## config.mk

```make
export PLATFORM = sky130hd
export DESIGN_NAME = run_ctrl
export DESIGN_NICKNAME = d
export VERILOG_FILES = /design/src/rtl/run_ctrl.sv
export SDC_FILE = /design/constraint.sdc
export NUM_CORES = 1
export LEC_CHECK = 0
export CORE_UTILIZATION = 30
export CTS_CLUSTER_DIAMETER = 60
export DETAILED_ROUTE_END_ITERATION = 12
export GPL_TIMING_DRIVEN = 0
export PLACE_DENSITY = 0.51
export SYNTH_ARGS = -nofsm -noshare
export SYNTH_HDL_FRONTEND = slang
export SYNTH_SLANG_ARGS = --single-unit
```

## constraint.sdc

```tcl
create_clock -name clk -period 2.2 [get_ports clk]
set_clock_uncertainty 0.15 [all_clocks]
set_input_delay 0.22 -clock clk [delete_from_list [all_inputs] [get_ports clk]]
set_output_delay 0.22 -clock clk [all_outputs]
set_load 0.005 [all_outputs]
```

## src/rtl/run_ctrl.sv

```systemverilog
// Core reset/run sequencer: synchronised reset release, staggered per-channel
// core reset release, RUN cycle counting, halt and optional timeout (RUN_CTRL_TIMEOUT_EN).
module run_ctrl #(
  parameter int unsigned NCH     = 2,
  parameter int unsigned HOLD    = 4,
  parameter int unsigned STAGGER = 2,
  parameter int unsigned CNT_W   = 32,
  parameter logic [63:0] TIMEOUT = 64'd100000
) (
  input  logic             clk,
  input  logic             reset,
  input  logic             halt_req,
  input  logic             soft_rst_req,
  output logic [NCH-1:0]   core_rst_n,
  output logic             running,
  output logic             halted,
  output logic             timed_out,
  output logic [CNT_W-1:0] cycle_cnt,
  output logic [1:0]       state
);

  typedef enum logic [1:0] {
    ST_RST  = 2'd0,
    ST_HOLD = 2'd1,
    ST_RUN  = 2'd2,
    ST_DONE = 2'd3
  } state_t;

  // Hold count on which the last channel is released.
  localparam int unsigned LAST = HOLD + (NCH - 1) * STAGGER;
  localparam int unsigned HC_W = $clog2(LAST + 1) + 1;

  state_t             state_q, state_d;
  logic               rst_meta;
  logic [HC_W-1:0]    hold_q, hold_d;
  logic [NCH-1:0]     core_q, core_d;
  logic [CNT_W-1:0]   cnt_q, cnt_d;
  logic               halted_q, halted_d;
  logic               to_q, to_d;
  logic               running_q;

`ifdef RUN_CTRL_TIMEOUT_EN
  logic timeout_hit;
  assign timeout_hit = (cnt_q == CNT_W'(TIMEOUT - 64'd1));
`else
  logic timeout_hit;
  logic unused_timeout;
  assign timeout_hit    = 1'b0;
  assign unused_timeout = ^TIMEOUT;
`endif

  // First synchroniser stage; the state register is the second stage.
  always_ff @(posedge clk or negedge reset) begin
    if (!reset) rst_meta <= 1'b0;
    else        rst_meta <= 1'b1;
  end

  // State and registered outputs.
  always_ff @(posedge clk or negedge reset) begin
    if (!reset) begin
      state_q   <= ST_RST;
      hold_q    <= '0;
      core_q    <= '0;
      cnt_q     <= '0;
      halted_q  <= 1'b0;
      to_q      <= 1'b0;
      running_q <= 1'b0;
    end else begin
      state_q   <= state_d;
      hold_q    <= hold_d;
      core_q    <= core_d;
      cnt_q     <= cnt_d;
      halted_q  <= halted_d;
      to_q      <= to_d;
      running_q <= (state_d == ST_RUN);
    end
  end

  // Next-state and next-output logic.
  always_comb begin
    state_d  = state_q;
    hold_d   = hold_q;
    core_d   = core_q;
    cnt_d    = cnt_q;
    halted_d = halted_q;
    to_d     = to_q;

    case (state_q)
      ST_RST: begin
        hold_d   = '0;
        core_d   = '0;
        cnt_d    = '0;
        halted_d = 1'b0;
        to_d     = 1'b0;
        if (rst_meta) state_d = ST_HOLD;
      end

      ST_HOLD: begin
        if (soft_rst_req) begin
          hold_d = '0;
          core_d = '0;
        end else begin
          hold_d = hold_q + HC_W'(1);
          for (int i = 0; i < int'(NCH); i++) begin
            if (hold_q == HC_W'(HOLD + i * STAGGER - 1)) core_d[i] = 1'b1;
          end
          if (hold_q == HC_W'(LAST - 1)) state_d = ST_RUN;
        end
      end

      ST_RUN: begin
        if (soft_rst_req) begin
          state_d = ST_HOLD;
          hold_d  = '0;
          core_d  = '0;
          cnt_d   = '0;
        end else begin
          cnt_d = (cnt_q == {CNT_W{1'b1}}) ? cnt_q : cnt_q + CNT_W'(1);
          if (halt_req) begin
            state_d  = ST_DONE;
            halted_d = 1'b1;
          end else if (timeout_hit) begin
            state_d = ST_DONE;
            to_d    = 1'b1;
          end
        end
      end

      ST_DONE: begin
        if (soft_rst_req) begin
          state_d  = ST_HOLD;
          hold_d   = '0;
          core_d   = '0;
          cnt_d    = '0;
          halted_d = 1'b0;
          to_d     = 1'b0;
        end
      end

      default: state_d = ST_RST;
    endcase
  end

  assign state      = state_q;
  assign core_rst_n = core_q;
  assign cycle_cnt  = cnt_q;
  assign halted     = halted_q;
  assign timed_out  = to_q;
  assign running    = running_q;

endmodule
```

### After elaboration in Yosys (flattened, before gate mapping)

Index checks and enable logic that the tools add are counted.

* $add $sub $neg: 2
* eq/ne operators: 14
* multiplexer cells: 24
* reductions and logical operators: 9

Operator list (count)
* 2-to-1 mux 32 bit: 3
* one-hot mux 32 bit (3 select lines): 1
* adder 32 x 1 -> 32 bit (second input constant): 1
* equality test 32 bit (second input constant): 1
* 2-to-1 mux 2 bit: 8
* one-hot mux 4 bit (3 select lines): 1
* != test 3 bit (second input constant): 3
* 2-to-1 mux 4 bit: 2
* one-hot mux 2 bit (4 select lines): 1
* equality test 2 bit (second input constant): 3
* != test 2 bit (second input constant): 3
* one-hot mux 2 bit (3 select lines): 1
* AND reduction 2 bit: 3
* 2-to-1 mux 1 bit: 5
* adder 4 x 1 -> 4 bit (second input constant): 1
* equality test 4 x 2 -> 1 bit (second input constant): 1
* equality test 4 x 3 -> 1 bit (second input constant): 1
* AND reduction 4 bit: 1
* one-hot mux 1 bit (3 select lines): 1
* AND reduction 3 bit: 1
* nonzero test 3 bit: 1
* equality test 2 x 1 -> 1 bit (second input constant): 1
* zero test 2 bit: 1
* != test 2 x 1 -> 1 bit (second input constant): 1
* other kinds (3): 3

* register bits: 44
* input port bits: 4
* output and inout port bits: 39
* word-level logic and storage cells: 58

### Depth between registers and ports, before layout

Gate-level depths: netlist (run 1).

* depth after elaboration: 5
* gate-level depth with buffers: 8
* gate-level depth less buffers: 6

### Least setup slack after synthesis (run 1)

Ideal clock, no wire load.

* path kind: register to register
* start: register cnt_q[18] (netlist: cycle_cnt[18])
* end: register cnt_q[31] (netlist: cycle_cnt[31])
* library setup time: 126 ps
* arrival time: 1924 ps
* data required time: 1924 ps
* path slack: 0 ps
* cell stages (with the launch flop): 7
* path buffers: 1
* period minus slack after synthesis: 2200 ps
* cell sequence: dfrtp_1 buf_2 nand4_1 or4_1 o31a_1 and3_1 a221o_1

* cells in the longest elaborated chain, start to end: 4
* elaborated cells between the ends (all ways): 7
* classes of those cells: add/sub: 1; eq/ne: 2; mux: 3; reduce/logical: 1

Ends and longest elaborated chain
* start, declared: RTL line 37 `logic [CNT_W-1:0] cnt_q, cnt_d;`
* start signal, assigned: RTL line 72 `cnt_q <= cnt_d;`
* adder 32 x 1 -> 32 bit: RTL line 118 `cnt_d = (cnt_q == {CNT_W{1'b1}}) ? cnt_q : cnt_q + CNT_W'(1);`
* 2-to-1 mux 32 bit: RTL line 118
* 2-to-1 mux 32 bit: RTL line 112 `if (soft_rst_req) begin`
* one-hot mux 32 bit (3 select lines): RTL line 88 `case (state_q)`

Parallel ways exist; a longest one is shown, timed or not. The select of a mux whose other input is x is not followed.
A chain may end at the register's enable or synchronous reset.

### Worst setup path in the final report (run 1)

* start: register cnt_q[5] (netlist: cycle_cnt[5])
* end: register cnt_q[25] (netlist: cycle_cnt[25])

Same word-level chain as after synthesis.

==> results of run 1 <==
==> flip-flops by register name, indices dropped and copies added (netlist names) <==
name	flops
running	1
hold_q	4
core_rst_n	2
rst_meta	1
cycle_cnt	32
state	2
halted	1
==> per-stage QoR <==
step | hold slack (ns) | instance area [sq um] | cells | setup WS [ns]
after floorplan | -0.226 | 2660 | 309 | 0.000227
after global placement | 0.380 | 3200 | 455 | -0.635
after detailed placement | 0.0606 | 3220 | 456 | -0.665
after CTS | 0.282 | 3590 | 482 | -0.0230
after global routing | 0.311 | 3740 | 493 | -0.0407
final | 0.264 | 3740 | 493 | 0.0712
==> kinds of logic (layout without fill, tap and decap cells) <==
kind of cell / count (synthesis) / in the layout / share of synthesized area, %
AO/OA/AOI/OAI: 75 / 75 / 19.7
adder cells (fa/ha/maj): 3 / 3 / 1.41
buffers and inverters: 36 / 115 / 6.02
flip-flops: 43 / 43 / 40.5
multiplexers: 4 / 4 / 1.55
other: 2 / 2 / 0.282
AND/OR/NAND/NOR: 146 / 146 / 30.5
==> power groups by stage <==
stage,Clock (mW),Combinational (mW),Sequential [mW]
2_1_floorplan,0,0.0836,0.863
3_3_place_gp,0,0.171,0.871
3_5_place_dp,0,0.176,0.871
4_1_cts,0.652,0.182,0.854
5_1_grt,0.685,0.208,0.862
6_report,0.635,0.187,0.856
==> routing by layer <==
metal / wire, um / GRT usage [%] / part of all wire (%)
met1: 3980 / 26.0 / 48
met4: 108 / 5.35 / 1.3
met5: 0 / 0 / 0
met2: 3810 / 30.0 / 46
met3: 438 / 3.79 / 5.3
==> area by class of cell <==
type / count / area [sq um] / share of cell area, %
Clock buffer: 5 / 68.8 / 1.84
Clock inverter: 3 / 43.8 / 1.17
Tap cell: 105 / 131 / 3.51
Inverter: 17 / 63.8 / 1.70
Buffer: 19 / 126 / 3.37
Sequential cell: 43 / 1100 / 29.3
Timing Repair Buffer: 71 / 649 / 17.3
Multi-Input combinational cell: 230 / 1560 / 41.8
==> final timing paths <==
check / endpoint / slack [ns] / depth (start not counted)
worst max register to register: cycle_cnt[25]$_DFFE_PN0P_ / 0.07 / 6
worst min register to register: cycle_cnt[28]$_DFFE_PN0P_ / 0.41 / 1
worst min-delay path: cycle_cnt[28]$_DFFE_PN0P_ / 0.26 / 2
min in group clk: cycle_cnt[28]$_DFFE_PN0P_ / 0.41 / 1
max in group asynchronous: cycle_cnt[7]$_DFFE_PN0P_ / 1.11 / 3
worst max-delay path: cycle_cnt[25]$_DFFE_PN0P_ / 0.07 / 6
==> synth_stat cells, types with 9 or more instances <==
library cell | count | area [sq um]
nand3_1 | 30 | 150
nor3_1 | 11 | 55.1
clkbuf_1 | 9 | 33.8
dfrtp_1 | 43 | 1080
nand4_1 | 9 | 56.3
nand2_1 | 29 | 109
o211ai_1 | 14 | 105
o21ai_0 | 16 | 80.1
nor2_1 | 22 | 82.6
inv_1 | 17 | 63.8
==> timing repair <==
| item | in CTS | in global routing |
|---|---|---|
| pin swaps | 5 | 9 |
| cloned | 0 | 0 |
| gates resized for setup | 36 | 29 |
| buffers inserted | 17 | 11 |
| hold buffers | 1 | 0 |
| hold endpoints to repair | 19 | 0 |
| endpoints found under the setup margin | 32 | 28 |
==> summary.md, run 1 <==
| Metric | Value |
|---|---|
| Global-route wire length before repair | `13.3 mm` |
| Worst setup SP type | `flop` |
| Run status | `complete, no violations` |
| Worst-Margin Slew | `0.536 ns` |
| Total wire length | `8.34 mm` |
| Synth Instances | `309` |
| CP max FO | `10` |
| Reg-to-reg critical path startpoint | `cycle_cnt[5]$_DFFE_PN0P_` |
| Fmax achieved | `470 MHz` |
| Sw Share | `25.4%` |
| Number of fill cells | `860` |
| Core Footprint | `8380 sq um` |
| Clk_lat worst skew | `0.30 ns` |
| Final HPWL DP | `5.57 mm` |
| Leakage | `1.57 nW` |
| Combinational share of power | `11.1%` |
| Antenna Nets Post-Route | `0` |
| WL/cell | `16.9 um` |
| Slew Limit Fails | `0` |
| Slowest stage delay, CP | `0.59 ns` |
| Max Cap Viol | `0` |
| Internal power | `1.25 mW` |
| Layout Nets | `394` |
| Die Wd | `96.1 um` |
| EDFF count, synth | `0` |
| Slowest CP cell | `or4_4` |
| Slew headroom | `64.3%` |
| Maximum buffer depth of the clock tree | `2` |
| Syn Nets | `316` |
| Router iterations before antenna repair | `4` |
| Flops & latches, synth | `43` |
| Final Hold Fails | `0` |
| Hold/Removal Path Class | `primary input to asynchronous set/reset pin` |
| TritonCTS Buffers | `5` |
| Post-Syn Area | `2660 sq um` |
| PwrDens | `448 nW/um^2` |
| Synth cell types | `51` |
| Largest net degree at the start of global routing | `25` |
| CP arrival | `2.16 ns` |
| Num rows | `33` |
| Die ar. | `9240 sq um` |
| CP required | `2.23 ns` |
| CTS tree | `done` |
| Warnings from Yosys | `0` |
| Sequential share of power | `51.0%` |
| Bufs and invs on worst path | `1` |
| Family with the most delay on the worst path | `simple AND/OR/NAND/NOR gates` |
| Commonest cells after routing, fill and taps aside | `40 x clkdlybuf4s50_1, 30 x buf_4, 28 x nand2_1` |
| RSZ-0062 raised after global routing | `true` |
| Vias per cell | `5.68` |
| Via count | `2800` |
| Sw Pwr | `427 uW` |
| PortBufs | `41` |
| Final Power | `1.68 mW` |
| Post-synthesis sequential area ratio | `40.5%` |
| Gpl congestion | `0.781` |
| Syn Area/Cell | `8.60 sq um` |
| Final setup fails | `0` |
| Setup crit end kind | `flop` |
| Most common cell after layout, fill and taps aside | `clkdlybuf4s50_1` |
| Effective utilization at floorplan | `31.7%` |
| CTS root buffer | `clkbuf_8` |
| DR iter-0 viols | `162` |
| Vias in the first global route | `2559` |
| Maximum vdd ir drop | `0.227 mV` |
| DRC viols | `0` |
| Die Y | `96.1 um` |
| CTS clk-pin slew, worst paths | `0.10 ns` |
| Setup crit start | `cycle_cnt[5]$_DFFE_PN0P_` |
| Layout cells sized above 1 | `24.0%` |
| Antenna violations before repair | `0` |
| Post-layout util | `44.7%` |
| Sink Count | `43` |
| # IOs | `43` |
| Critical path class | `flop to flop` |
| Fin crit period | `2.13 ns` |
| Aggregate global routing overflow | `0` |
| Total GRT Usage | `18.9%` |
| H-tree levels | `2` |
| Crit-path cells | `nand4_4 > or4_4 > buf_4 > o31a_1 > o211ai_1 > nand2_1` |
| Diodes inserted | `0` |
| Final TNS setup | `0 ns` |
| Primary FF master, synth | `dfrtp_1` |
| Final period util | `96.8%` |
| Layout area overhead | `40.8%` |
| Asr flop ratio synth | `100%` |
| Clock power share | `37.9%` |
No activity file was read; power rests on OpenSTA's default activity.
==> run 2: changes to the inputs <==
- PLACE_DENSITY: 0.51 -> 0.49
- clock period: 2.2 -> 2.5 ns (I/O delays scaled with it)
==> summary.md, run 2 (synthesis gave the netlist of run 1 again) <==
| Metric | Value |
|---|---|
| Die Wd | `96.1 um (unchanged)` |
| # IOs | `43 (unchanged)` |
| Antenna violations before repair | `0 (unchanged)` |
| CP arrival | `2.41 ns (was 2.16 ns)` |
| Sink Count | `43 (unchanged)` |
| Setup crit start | `cycle_cnt[2]$_DFFE_PN0P_ (was cycle_cnt[5]$_DFFE_PN0P_)` |
| Placed cell count | `456 (unchanged)` |
| Fin cells | `473 (was 493)` |
| Worst-Margin Slew | `0.719 ns (was 0.536 ns)` |
| Core Footprint | `8380 sq um (unchanged)` |
| Setup crit end kind | `flop (unchanged)` |
| Diodes inserted | `0 (unchanged)` |
| Effective utilization at floorplan | `31.7% (unchanged)` |
| PortBufs | `41 (unchanged)` |
| WL/cell | `17.2 um (was 16.9 um)` |
| Reg-to-reg critical path startpoint | `cycle_cnt[2]$_DFFE_PN0P_ (was cycle_cnt[5]$_DFFE_PN0P_)` |
| Critical path class | `flop to flop (unchanged)` |
| Maximum buffer depth of the clock tree | `2 (unchanged)` |
| Maximum vdd ir drop | `0.175 mV (was 0.227 mV)` |
| TritonCTS Buffers | `5 (unchanged)` |
| Total wire length | `8.14 mm (was 8.34 mm)` |
| Hold/Removal Path Class | `primary input to asynchronous set/reset pin (unchanged)` |
| Antenna Nets Post-Route | `0 (unchanged)` |
| Number of fill cells | `882 (was 860)` |
| Die Y | `96.1 um (unchanged)` |
| CTS root buffer | `clkbuf_8 (unchanged)` |
| Num rows | `33 (unchanged)` |
| CTS tree | `done (unchanged)` |
| Most common cell after layout, fill and taps aside | `clkdlybuf4s50_1 (unchanged)` |
| Via count | `2667 (was 2800)` |
| Die ar. | `9240 sq um (unchanged)` |
| Fin crit period | `2.38 ns (was 2.13 ns)` |
| CP max FO | `10 (unchanged)` |
| Max reg flops | `32 (unchanged)` |
| DR iter-0 viols | `117 (was 162)` |
| Max Cap Viol | `0 (unchanged)` |
| Vias per cell | `5.64 (was 5.68)` |
| Total GRT Usage | `18.5% (was 18.9%)` |
| Bufs and invs on worst path | `1 (unchanged)` |
| Final period util | `95.1% (was 96.8%)` |
| RSZ-0062 raised after global routing | `false (was true)` |
| Slew headroom | `51.7% (was 64.3%)` |
| Final HPWL DP | `5.65 mm (was 5.57 mm)` |
| Gpl congestion | `0.798 (was 0.781)` |
| Layout cells sized above 1 | `14.1% (was 24.0%)` |
| Final Hold Fails | `0 (unchanged)` |
| Crit-path cells | `nand4_4 > or4_4 > buf_2 > o31a_1 > o211ai_1 > nand2_1 (was nand4_4 > or4_4 > buf_4 > o31a_1 > o211ai_1 > nand2_1)` |
| Slew Limit Fails | `0 (unchanged)` |
| Final Power | `1.37 mW (was 1.68 mW)` |
| Layout area overhead | `29.3% (was 40.8%)` |
| Leakage | `1.40 nW (was 1.57 nW)` |
| Global-route wire length before repair | `12.8 mm (was 13.3 mm)` |
| Run status | `complete, no violations (unchanged)` |
| CP required | `2.54 ns (was 2.23 ns)` |
| Fmax achieved | `421 MHz (was 470 MHz)` |
| Aggregate global routing overflow | `0 (unchanged)` |
| Family with the most delay on the worst path | `simple AND/OR/NAND/NOR gates (unchanged)` |
| Slowest CP cell | `or4_4 (unchanged)` |
| Largest net degree at the start of global routing | `25 (unchanged)` |
| Worst setup SP type | `flop (unchanged)` |
| Vias in the first global route | `2338 (was 2559)` |
| H-tree levels | `2 (unchanged)` |
| Router iterations before antenna repair | `5 (was 4)` |
| PwrDens | `397 nW/um^2 (was 448 nW/um^2)` |
| DRC viols | `0 (unchanged)` |
| Commonest cells after routing, fill and taps aside | `40 x clkdlybuf4s50_1, 39 x dfrtp_1, 29 x nand2_1 (was 40 x clkdlybuf4s50_1, 30 x buf_4, 28 x nand2_1)` |
| Layout Nets | `374 (was 394)` |
| Clk_lat worst skew | `0.31 ns (was 0.30 ns)` |
| Final setup fails | `0 (unchanged)` |
| CTS clk-pin slew, worst paths | `0.09 ns (was 0.10 ns)` |
| Slowest stage delay, CP | `0.63 ns (was 0.59 ns)` |
==> run 2: cell types whose count changed in the layout (fill, tap and decap cells not counted), sizes merged <==
cell,change
bufinv,-1
clkbuf,+2
buf,-21
clkinvlp,+1
clkinv,-1
==> run 2: routing by layer <==
metal / track usage (%) / part of all wire, % / routed length, um / up-vias
li1: - / - / - / 1283
met1: 27.2 / 50 / 4080 / 1309
met3: 2.92 / 4.0 / 329 / 5
met5: 0 / 0 / 0 / -
met4: 3.73 / 0.70 / 57 / 0
met2: 28.5 / 45 / 3670 / 70
==> run 2: final timing paths <==
kind                                                   to  slack (ns)  cells after the start
worst max-delay path            cycle_cnt[25]$_DFFE_PN0P_        0.12                      6
worst min-delay path                    running$_DFF_PN0_        0.29                      2
worst max register to register  cycle_cnt[25]$_DFFE_PN0P_        0.12                      6
worst min register to register  cycle_cnt[28]$_DFFE_PN0P_        0.40                      1
max in group asynchronous        cycle_cnt[1]$_DFFE_PN0P_        1.38                      3
min in group clk                cycle_cnt[28]$_DFFE_PN0P_        0.40                      1
==> run 2: stage by stage <==
step | utilization [%] | hold slack [ns] | TNS [ns] | area [sq um] | worst slack, ns
finish | 41.0 | 0.294 | 0 | 3440 | 0.123
global route | 41.0 | 0.335 | 0 | 3440 | 0.00608
CTS | 40.0 | 0.313 | 0 | 3350 | 0.0109
detailed placement | 38.4 | 0.0991 | -9.09 | 3220 | -0.383
global placement | 38.2 | 0.380 | -23.29 | 3200 | -0.365
floorplan | - | -0.196 | 0 | 2660 | 0.300
==> run 2: timing repair <==
item,4_1_cts,5_1_grt
gates resized for setup,10,11
hold buffers,1,0
hold endpoints to repair,19,0
setup endpoints to repair,32,28
pin swaps,1,3
gates cloned,0,0
buffers inserted,2,6
==> run 2: area by class of cell <==
| class | count | area, sq um | share of cell area [%] |
|---|---|---|---|
| flip-flops and latches | 43 | 1080 | 31.5 |
| plain buffers | 19 | 103 | 2.99 |
| repair buffers | 51 | 495 | 14.4 |
| well taps | 105 | 131 | 3.82 |
| clock buffers | 6 | 72.6 | 2.11 |
| inverters | 17 | 63.8 | 1.86 |
| multi-input cells | 230 | 1480 | 43.0 |
| clock inverters | 2 | 12.5 | 0.364 |
==> run 2: worst register-to-register path: cells and delay by family, from the launching register on <==
family	cells	cell delay (ns)
AO/OA/AOI/OAI	2	0.46
AND/OR/NAND/NOR	3	0.93
buffers and inverters	1	0.22
flip-flops	1	0.50
==> run 2: power by group <==
group / switching [mW] / leakage [nW] / internal [mW] / total [mW]
sequential: 0.0325 / 0.582 / 0.720 / 0.752
combinational: 0.0752 / 0.778 / 0.0771 / 0.152
clock: 0.265 / 0.0412 / 0.196 / 0.461
total: 0.372 / 1.40 / 0.993 / 1.37
